--- src/rtl/cci_mpf_csr_hub_pkg.sv ---
`default_nettype none
// ============================================================================
// Module   : cci_mpf_csr_hub_pkg
// Purpose  : Shared definitions for the MPF CSR hub. Provides the per-shim
//            register offsets, the device-feature-header layout and a helper
//            that builds one DFH word.
// Ports    : none (package)
// Revision : 1.0 - initial release
// ============================================================================
package cci_mpf_csr_hub_pkg;

  // Byte offsets inside one shim sub-window
  localparam logic [31:0] CCI_MPF_HUB_DFH    = 32'h00;
  localparam logic [31:0] CCI_MPF_HUB_GUID_L = 32'h08;
  localparam logic [31:0] CCI_MPF_HUB_GUID_H = 32'h10;
  localparam logic [31:0] CCI_MPF_HUB_CTRL   = 32'h18;
  localparam logic [31:0] CCI_MPF_HUB_STATUS = 32'h20;

  // Feature type reported by every shim: basic building block
  localparam logic [3:0] CCI_MPF_DFH_TYPE_BBB = 4'h2;

  typedef struct packed {
    logic [3:0]  dfh_type;
    logic [18:0] rsvd_hi;
    logic        eol;
    logic [23:0] next;
    logic [3:0]  rsvd_lo;
    logic [11:0] id;
  } t_cci_mpf_dfh;

  function automatic t_cci_mpf_dfh cci_mpf_dfh_make(input logic        eol,
                                                    input logic [23:0] next,
                                                    input logic [11:0] id);
    t_cci_mpf_dfh d;
    d          = '0;
    d.dfh_type = CCI_MPF_DFH_TYPE_BBB;
    d.eol      = eol;
    d.next     = next;
    d.id       = id;
    return d;
  endfunction

endpackage
`default_nettype wire

--- src/rtl/cci_mpf_csr_shim_ctrl.sv ---
`default_nettype none
// ============================================================================
// Module   : cci_mpf_csr_shim_ctrl
// Purpose  : One shim CTRL register. Written bits appear on ctrl for the
//            cycle after the write; bits in SELF_CLEAR then drop back to 0.
//            Readback always hides the self-clearing bits.
// Ports    : clk, reset      - clock, synchronous active-high reset
//            wr_en, wr_data  - write strobe and data
//            ctrl            - live register value
//            wr_pulse        - high for the cycle following a write
//            rd_data         - readback value (self-clearing bits masked)
// Revision : 1.0 - initial release
// ============================================================================
module cci_mpf_csr_shim_ctrl #(
  parameter logic [63:0] RESET_VAL  = 64'h0,
  parameter logic [63:0] SELF_CLEAR = 64'h2
) (
  input  logic        clk,
  input  logic        reset,
  input  logic        wr_en,
  input  logic [63:0] wr_data,
  output logic [63:0] ctrl,
  output logic        wr_pulse,
  output logic [63:0] rd_data
);

  always_ff @(posedge clk) begin
    if (reset) begin
      ctrl     <= RESET_VAL & ~SELF_CLEAR;
      wr_pulse <= 1'b0;
    end else if (wr_en) begin
      ctrl     <= wr_data;
      wr_pulse <= 1'b1;
    end else begin
      // Self-clearing bits live for exactly one cycle after a write
      ctrl     <= ctrl & ~SELF_CLEAR;
      wr_pulse <= 1'b0;
    end
  end

  assign rd_data = ctrl & ~SELF_CLEAR;

endmodule
`default_nettype wire

--- src/rtl/cci_mpf_csr_hub.sv ---
`default_nettype none
// ============================================================================
// Module   : cci_mpf_csr_hub
// Purpose  : MMIO CSR hub for MPF shims. Claims one window split into
//            N_SHIMS equal sub-windows, each holding DFH, GUID, a RW CTRL
//            and a RO STATUS register. Reads have a fixed 2-cycle latency.
// Ports    : clk, reset                      - clock, sync active-high reset
//            mmio_rd_valid/addr/tid          - read request (word address)
//            mmio_wr_valid/addr/data         - write request (word address)
//            rd_rsp_valid/tid/data           - read response
//            ctrl_out, ctrl_wr_pulse         - per-shim CTRL and write strobe
//            status_in                       - per-shim status for STATUS
// Revision : 1.0 - initial release
// ============================================================================
module cci_mpf_csr_hub
  import cci_mpf_csr_hub_pkg::*;
#(
  parameter int unsigned             N_SHIMS         = 6,
  parameter logic [31:0]             MMIO_BASE_ADDR  = 32'h0,
  parameter int unsigned             WIN_LOG2        = 6,
  parameter logic [N_SHIMS*128-1:0]  SHIM_GUIDS      = '0,
  parameter logic [63:0]             CTRL_RESET_VAL  = 64'h0,
  parameter logic [63:0]             CTRL_SELF_CLEAR = 64'h2
) (
  input  logic                    clk,
  input  logic                    reset,
  input  logic                    mmio_rd_valid,
  input  logic [15:0]             mmio_rd_addr,
  input  logic [8:0]              mmio_rd_tid,
  input  logic                    mmio_wr_valid,
  input  logic [15:0]             mmio_wr_addr,
  input  logic [63:0]             mmio_wr_data,
  output logic                    rd_rsp_valid,
  output logic [8:0]              rd_rsp_tid,
  output logic [63:0]             rd_rsp_data,
  output logic [N_SHIMS*64-1:0]   ctrl_out,
  output logic [N_SHIMS-1:0]      ctrl_wr_pulse,
  input  logic [N_SHIMS*64-1:0]   status_in
);

  localparam int unsigned IDX_W      = (N_SHIMS > 1) ? $clog2(N_SHIMS) : 1;
  localparam logic [31:0] WIN_BYTES  = 32'h1 << WIN_LOG2;
  localparam logic [31:0] SPAN_BYTES = N_SHIMS * WIN_BYTES;

  // Address decode. Subtracting the base first lets a single unsigned
  // compare reject addresses both below and above the window.
  logic [31:0]         rd_rel, wr_rel;
  logic                rd_hit, wr_hit;
  logic [IDX_W-1:0]    rd_idx, wr_idx;
  logic [WIN_LOG2-1:0] rd_off, wr_off;

  always_comb begin
    rd_rel = {14'b0, mmio_rd_addr, 2'b00} - MMIO_BASE_ADDR;
    rd_hit = mmio_rd_valid && !mmio_rd_addr[0] && (rd_rel < SPAN_BYTES);
    rd_idx = IDX_W'(rd_rel >> WIN_LOG2);
    rd_off = rd_rel[WIN_LOG2-1:0];
    wr_rel = {14'b0, mmio_wr_addr, 2'b00} - MMIO_BASE_ADDR;
    wr_hit = mmio_wr_valid && !mmio_wr_addr[0] && (wr_rel < SPAN_BYTES);
    wr_idx = IDX_W'(wr_rel >> WIN_LOG2);
    wr_off = wr_rel[WIN_LOG2-1:0];
  end

  // Per-shim CTRL registers
  logic [N_SHIMS*64-1:0] ctrl_rd;

  generate
    for (genvar i = 0; i < N_SHIMS; i++) begin : g_shim
      cci_mpf_csr_shim_ctrl #(
        .RESET_VAL  (CTRL_RESET_VAL),
        .SELF_CLEAR (CTRL_SELF_CLEAR)
      ) u_ctrl (
        .clk      (clk),
        .reset    (reset),
        .wr_en    (wr_hit && (wr_idx == IDX_W'(i)) && (32'(wr_off) == CCI_MPF_HUB_CTRL)),
        .wr_data  (mmio_wr_data),
        .ctrl     (ctrl_out[64*i +: 64]),
        .wr_pulse (ctrl_wr_pulse[i]),
        .rd_data  (ctrl_rd[64*i +: 64])
      );
    end
  endgenerate

  // CTRL readback is captured in S1, before a same-cycle write lands,
  // so a simultaneous read sees the pre-write value.
  logic [63:0] rd_ctrl_sel;

  always_comb begin
    rd_ctrl_sel = '0;
    for (int i = 0; i < int'(N_SHIMS); i++) begin
      if (rd_idx == IDX_W'(i)) rd_ctrl_sel = ctrl_rd[64*i +: 64];
    end
  end

  // Stage 1
  logic                s1_valid;
  logic [8:0]          s1_tid;
  logic [IDX_W-1:0]    s1_idx;
  logic [WIN_LOG2-1:0] s1_off;
  logic [63:0]         s1_ctrl;

  always_ff @(posedge clk) begin
    if (reset) begin
      s1_valid <= 1'b0;
      s1_tid   <= '0;
      s1_idx   <= '0;
      s1_off   <= '0;
      s1_ctrl  <= '0;
    end else begin
      s1_valid <= rd_hit;
      s1_tid   <= mmio_rd_tid;
      s1_idx   <= rd_idx;
      s1_off   <= rd_off;
      s1_ctrl  <= rd_ctrl_sel;
    end
  end

  // Stage 2 data mux; STATUS is taken live during the S1 cycle
  logic [127:0] sel_guid;
  logic [63:0]  sel_status;
  logic         is_last;
  t_cci_mpf_dfh dfh;
  logic [63:0]  s2_data;

  always_comb begin
    sel_guid   = '0;
    sel_status = '0;
    for (int i = 0; i < int'(N_SHIMS); i++) begin
      if (s1_idx == IDX_W'(i)) begin
        sel_guid   = SHIM_GUIDS[128*i +: 128];
        sel_status = status_in[64*i +: 64];
      end
    end
    is_last = (32'(s1_idx) == N_SHIMS - 1);
    dfh     = cci_mpf_dfh_make(is_last, is_last ? 24'h0 : 24'(WIN_BYTES), 12'(s1_idx));
    s2_data = '0;
    case (32'(s1_off))
      CCI_MPF_HUB_DFH:    s2_data = dfh;
      CCI_MPF_HUB_GUID_L: s2_data = sel_guid[63:0];
      CCI_MPF_HUB_GUID_H: s2_data = sel_guid[127:64];
      CCI_MPF_HUB_CTRL:   s2_data = s1_ctrl;
      CCI_MPF_HUB_STATUS: s2_data = sel_status;
      default:            s2_data = '0;
    endcase
  end

  // Stage 2 response registers
  always_ff @(posedge clk) begin
    if (reset) begin
      rd_rsp_valid <= 1'b0;
      rd_rsp_tid   <= '0;
      rd_rsp_data  <= '0;
    end else begin
      rd_rsp_valid <= s1_valid;
      rd_rsp_tid   <= s1_tid;
      rd_rsp_data  <= s2_data;
    end
  end

endmodule
`default_nettype wire

--- config.mk ---
export PLATFORM = sky130hd
export DESIGN_NAME = cci_mpf_csr_hub
export DESIGN_NICKNAME = d
export VERILOG_FILES = /design/src/rtl/cci_mpf_csr_hub_pkg.sv /design/src/rtl/cci_mpf_csr_shim_ctrl.sv /design/src/rtl/cci_mpf_csr_hub.sv
export SDC_FILE = /design/constraint.sdc
export NUM_CORES = 1
export LEC_CHECK = 0
export CAP_MARGIN = 20
export CORE_AREA = 10 10 360 362
export DETAILED_ROUTE_END_ITERATION = 7
export DIE_AREA = 0 0 370 372
export GPL_ROUTABILITY_DRIVEN = 0
export PLACE_DENSITY = 0.46
export SYNTH_ARGS = -nofsm -noshare
export SYNTH_HDL_FRONTEND = slang
export SYNTH_SLANG_ARGS = --single-unit
--- constraint.sdc ---
create_clock -name clk -period 2.3 [get_ports clk]
set_input_delay 0.46 -clock clk [delete_from_list [all_inputs] [get_ports clk]]
set_output_delay 0.46 -clock clk [all_outputs]
set_load 0.03 [all_outputs]
==> metrics <==
Synth Warn # 0; CTS Buf Count 74; most frequent cells in the layout clkdlybuf4s50_1, dfxtp_1, nand2b_1; CTS tree yes; share of cells above drive strength 1 9.91%; core area 123000 µm²; hold path depth 4; Place WS -798 ps; Buffers on Ports 956; Crit. End Element primary output; CP Cell Sequence clkdlybuf4s50_1; slack of the critical path 60.0 ps; most common cell after layout, fill and taps aside clkdlybuf4s50_1; R2R depth 6; Worst R2R End rd_rsp_data[14]; Layout area overhead 58.4%; Inst Count DP 5141; max cap viols 0; register area share after synthesis 43.0%; clk_lat worst skew 650 ps; power per cell area 610 nW/µm²; global-route wire length before repair 211 mm; Vias/cell 4.61; area of the multi-input gates 13500 µm²; routed via count 24400; DR iter-0 viols 1750; Die W 370 µm; syn nets 3155; DR pass1 iterations 5; final hold violations 0; CTS clk-pin slew, worst paths 60 ps; CP Data Required Time 1840 ps; WP data arrival 1780 ps; Setup violations, final 0; initial core utilization 20.6%; CTS H-tree lvls 3; hold wc startpoint reset; DP Wirelength 123 mm; Mapped Area 25300 µm²; GRT overflow 0; Clock Sinks 544; CP Launch Type flip-flop; Final Max Slew Viols 0; Crit path buffers/inverters 1; count of flip-flops with a built-in enable after synthesis 0; HP Class primary input to flip-flop; root buffer cell clkbuf_16; FF+latch count, synth 544; Top FF cell, synth dfxtp_1; drt wl/cell 29.7 µm; Site Rows 129; fmax 0.446 GHz; leak pwr 17.0 nW; register area 10900 µm²; r2r setup slk 100 ps; num ports 957; critical-path maximum fanout 3; max incr delay on CP 740 ps; worst-margin pin slew 938 ps; final worst path period share 97.4%; Crit Reg-Reg Startpoint s1_idx[2]; RSZ-0062 raised after global routing false; Mapped Cells 2662; DRC errors left 0; worst vdd ir 0.423 mV; full die area 138000 µm²; largest net degree at the start of global routing 110; worst-case clock buffer depth 3; fin cells 5296; Setup Skew 28.1 ps; Yosys cell types 42; worst hold endpoint rd_rsp_data[1]; # hold bufs at CTS 0; Final min period 2240 ps; Die Height 372 µm; initial antenna violation count 55; crit-path leading delay family buffers and inverters; outcome finished, final reports clean; GRT Util Overall 21.6%; number of global-route vias before repair 24600; critical path class flip-flop to primary output; nets@finish 4074; fillers 12800; antenna viol nets, final 0; DRT Wirelength 157 mm; cell at the slowest stage of the critical path clkdlybuf4s50_1; worst rel slew slack 37.5%; syn_area_per_cell 9.51 µm²; share of flip-flops with an asynchronous set or reset 0%
## cells in the mapped netlist, drive strengths merged, types with 5 or more instances
| master | number | area (µm²) |
|---|---|---|
| o21ai | 66 | 330 |
| clkbuf | 175 | 658 |
| o211ai | 6 | 45.0 |
| mux2i | 387 | 3870 |
| nand2 | 119 | 447 |
| a22o | 53 | 464 |
| o22ai | 102 | 638 |
| nor2 | 88 | 330 |
| o32ai | 5 | 43.8 |
| a211o | 55 | 482 |
| mux4 | 12 | 270 |
| nand2b | 445 | 2780 |
| o41ai | 47 | 412 |
| dfxtp | 544 | 10900 |
| nor3 | 55 | 275 |
| buf | 72 | 362 |
| mux2 | 70 | 788 |
| a22oi | 13 | 97.6 |
| o221ai | 9 | 78.8 |
| nor2b | 82 | 513 |
| a21oi | 163 | 816 |
| nand3b | 58 | 435 |
| o31ai | 5 | 37.5 |
| o22a | 6 | 52.6 |
## stage by stage
stage	power, mW	hold WS [ps]	utilization [%]	TNS (ps)	cell area (µm²)
6_report	24.5	235	32.7	0	40100
5_1_grt	25.3	201	32.7	0	40100
4_1_cts	24.9	143	32.6	0	40000
3_5_place_dp	12.4	418	30.7	-256180	37600
3_3_place_gp	12.4	417	30.7	-262070	37600
2_1_floorplan	10.8	396	-	0	25300
## layout make-up
cell class	instances	share of cell area [%]
repair buffers	1090	27.7
multi-input cells	1869	33.6
diodes	16	0.0999
well taps	1637	5.11
clock buffers	111	5.24
clock inverters	27	1.05
flip-flops and latches	544	27.2
inverters	2	0.0250
## logic make-up (layout without fill, tap and decap cells)
kind of cell / after synthesis / in the layout / synth area share (%)
multiplexers: 469 / 469 / 19.5
buffers and inverters: 249 / 1230 / 4.06
AND/OR/NAND/NOR: 866 / 866 / 19.5
AO/OA/AOI/OAI: 534 / 534 / 13.9
other: 0 / 16 / 0
flip-flops: 544 / 544 / 43.0
## metal layers
layer	share of wire, %	vias up	global-route usage (%)
li1	-	11300	-
met1	42	12000	26.3
met2	48	891	36.2
met3	8.1	200	6.76
met4	2.7	14	6.40
met5	0.056	-	0
## registers in the layout (all words and copies together) (netlist names)
name,flops
s1_off,4
s1_tid,9
g_shim.u_ctrl.ctrl,384
s1_valid,1
rd_rsp_tid,9
rd_rsp_valid,1
s1_idx,3
rd_rsp_data,64
g_shim.u_ctrl.wr_pulse,6
s1_ctrl,63
## worst max-delay path by stage
stage,start,endpoint,cells after the start
after global routing,g_shim[4].u_ctrl.ctrl[35],ctrl_out[291],1
after CTS,g_shim[2].u_ctrl.ctrl[10],ctrl_out[138],1
after global placement,mmio_wr_addr[0],g_shim[4].u_ctrl.ctrl[42],8
after detailed placement,mmio_wr_addr[0],g_shim[5].u_ctrl.ctrl[56],8
final,g_shim[2].u_ctrl.ctrl[3],ctrl_out[131],1
after floorplan,mmio_wr_addr[10],g_shim[3].u_ctrl.ctrl[10],6
## power by group
| part | internal, mW | total (mW) | switching [mW] |
|---|---|---|---|
| sequential | 9.50 | 9.55 | 0.0537 |
| combinational | 1.38 | 2.68 | 1.30 |
| clock | 7.30 | 12.2 | 4.92 |
| total | 18.2 | 24.5 | 6.28 |
## repair_timing
item	in CTS	in global routing
resized for setup	107	12
endpoints found under the setup margin	230	76
setup buffers	0	1
pin swaps	0	1
hold endpoints to repair	0	0
(Power assumes the default switching activity.)
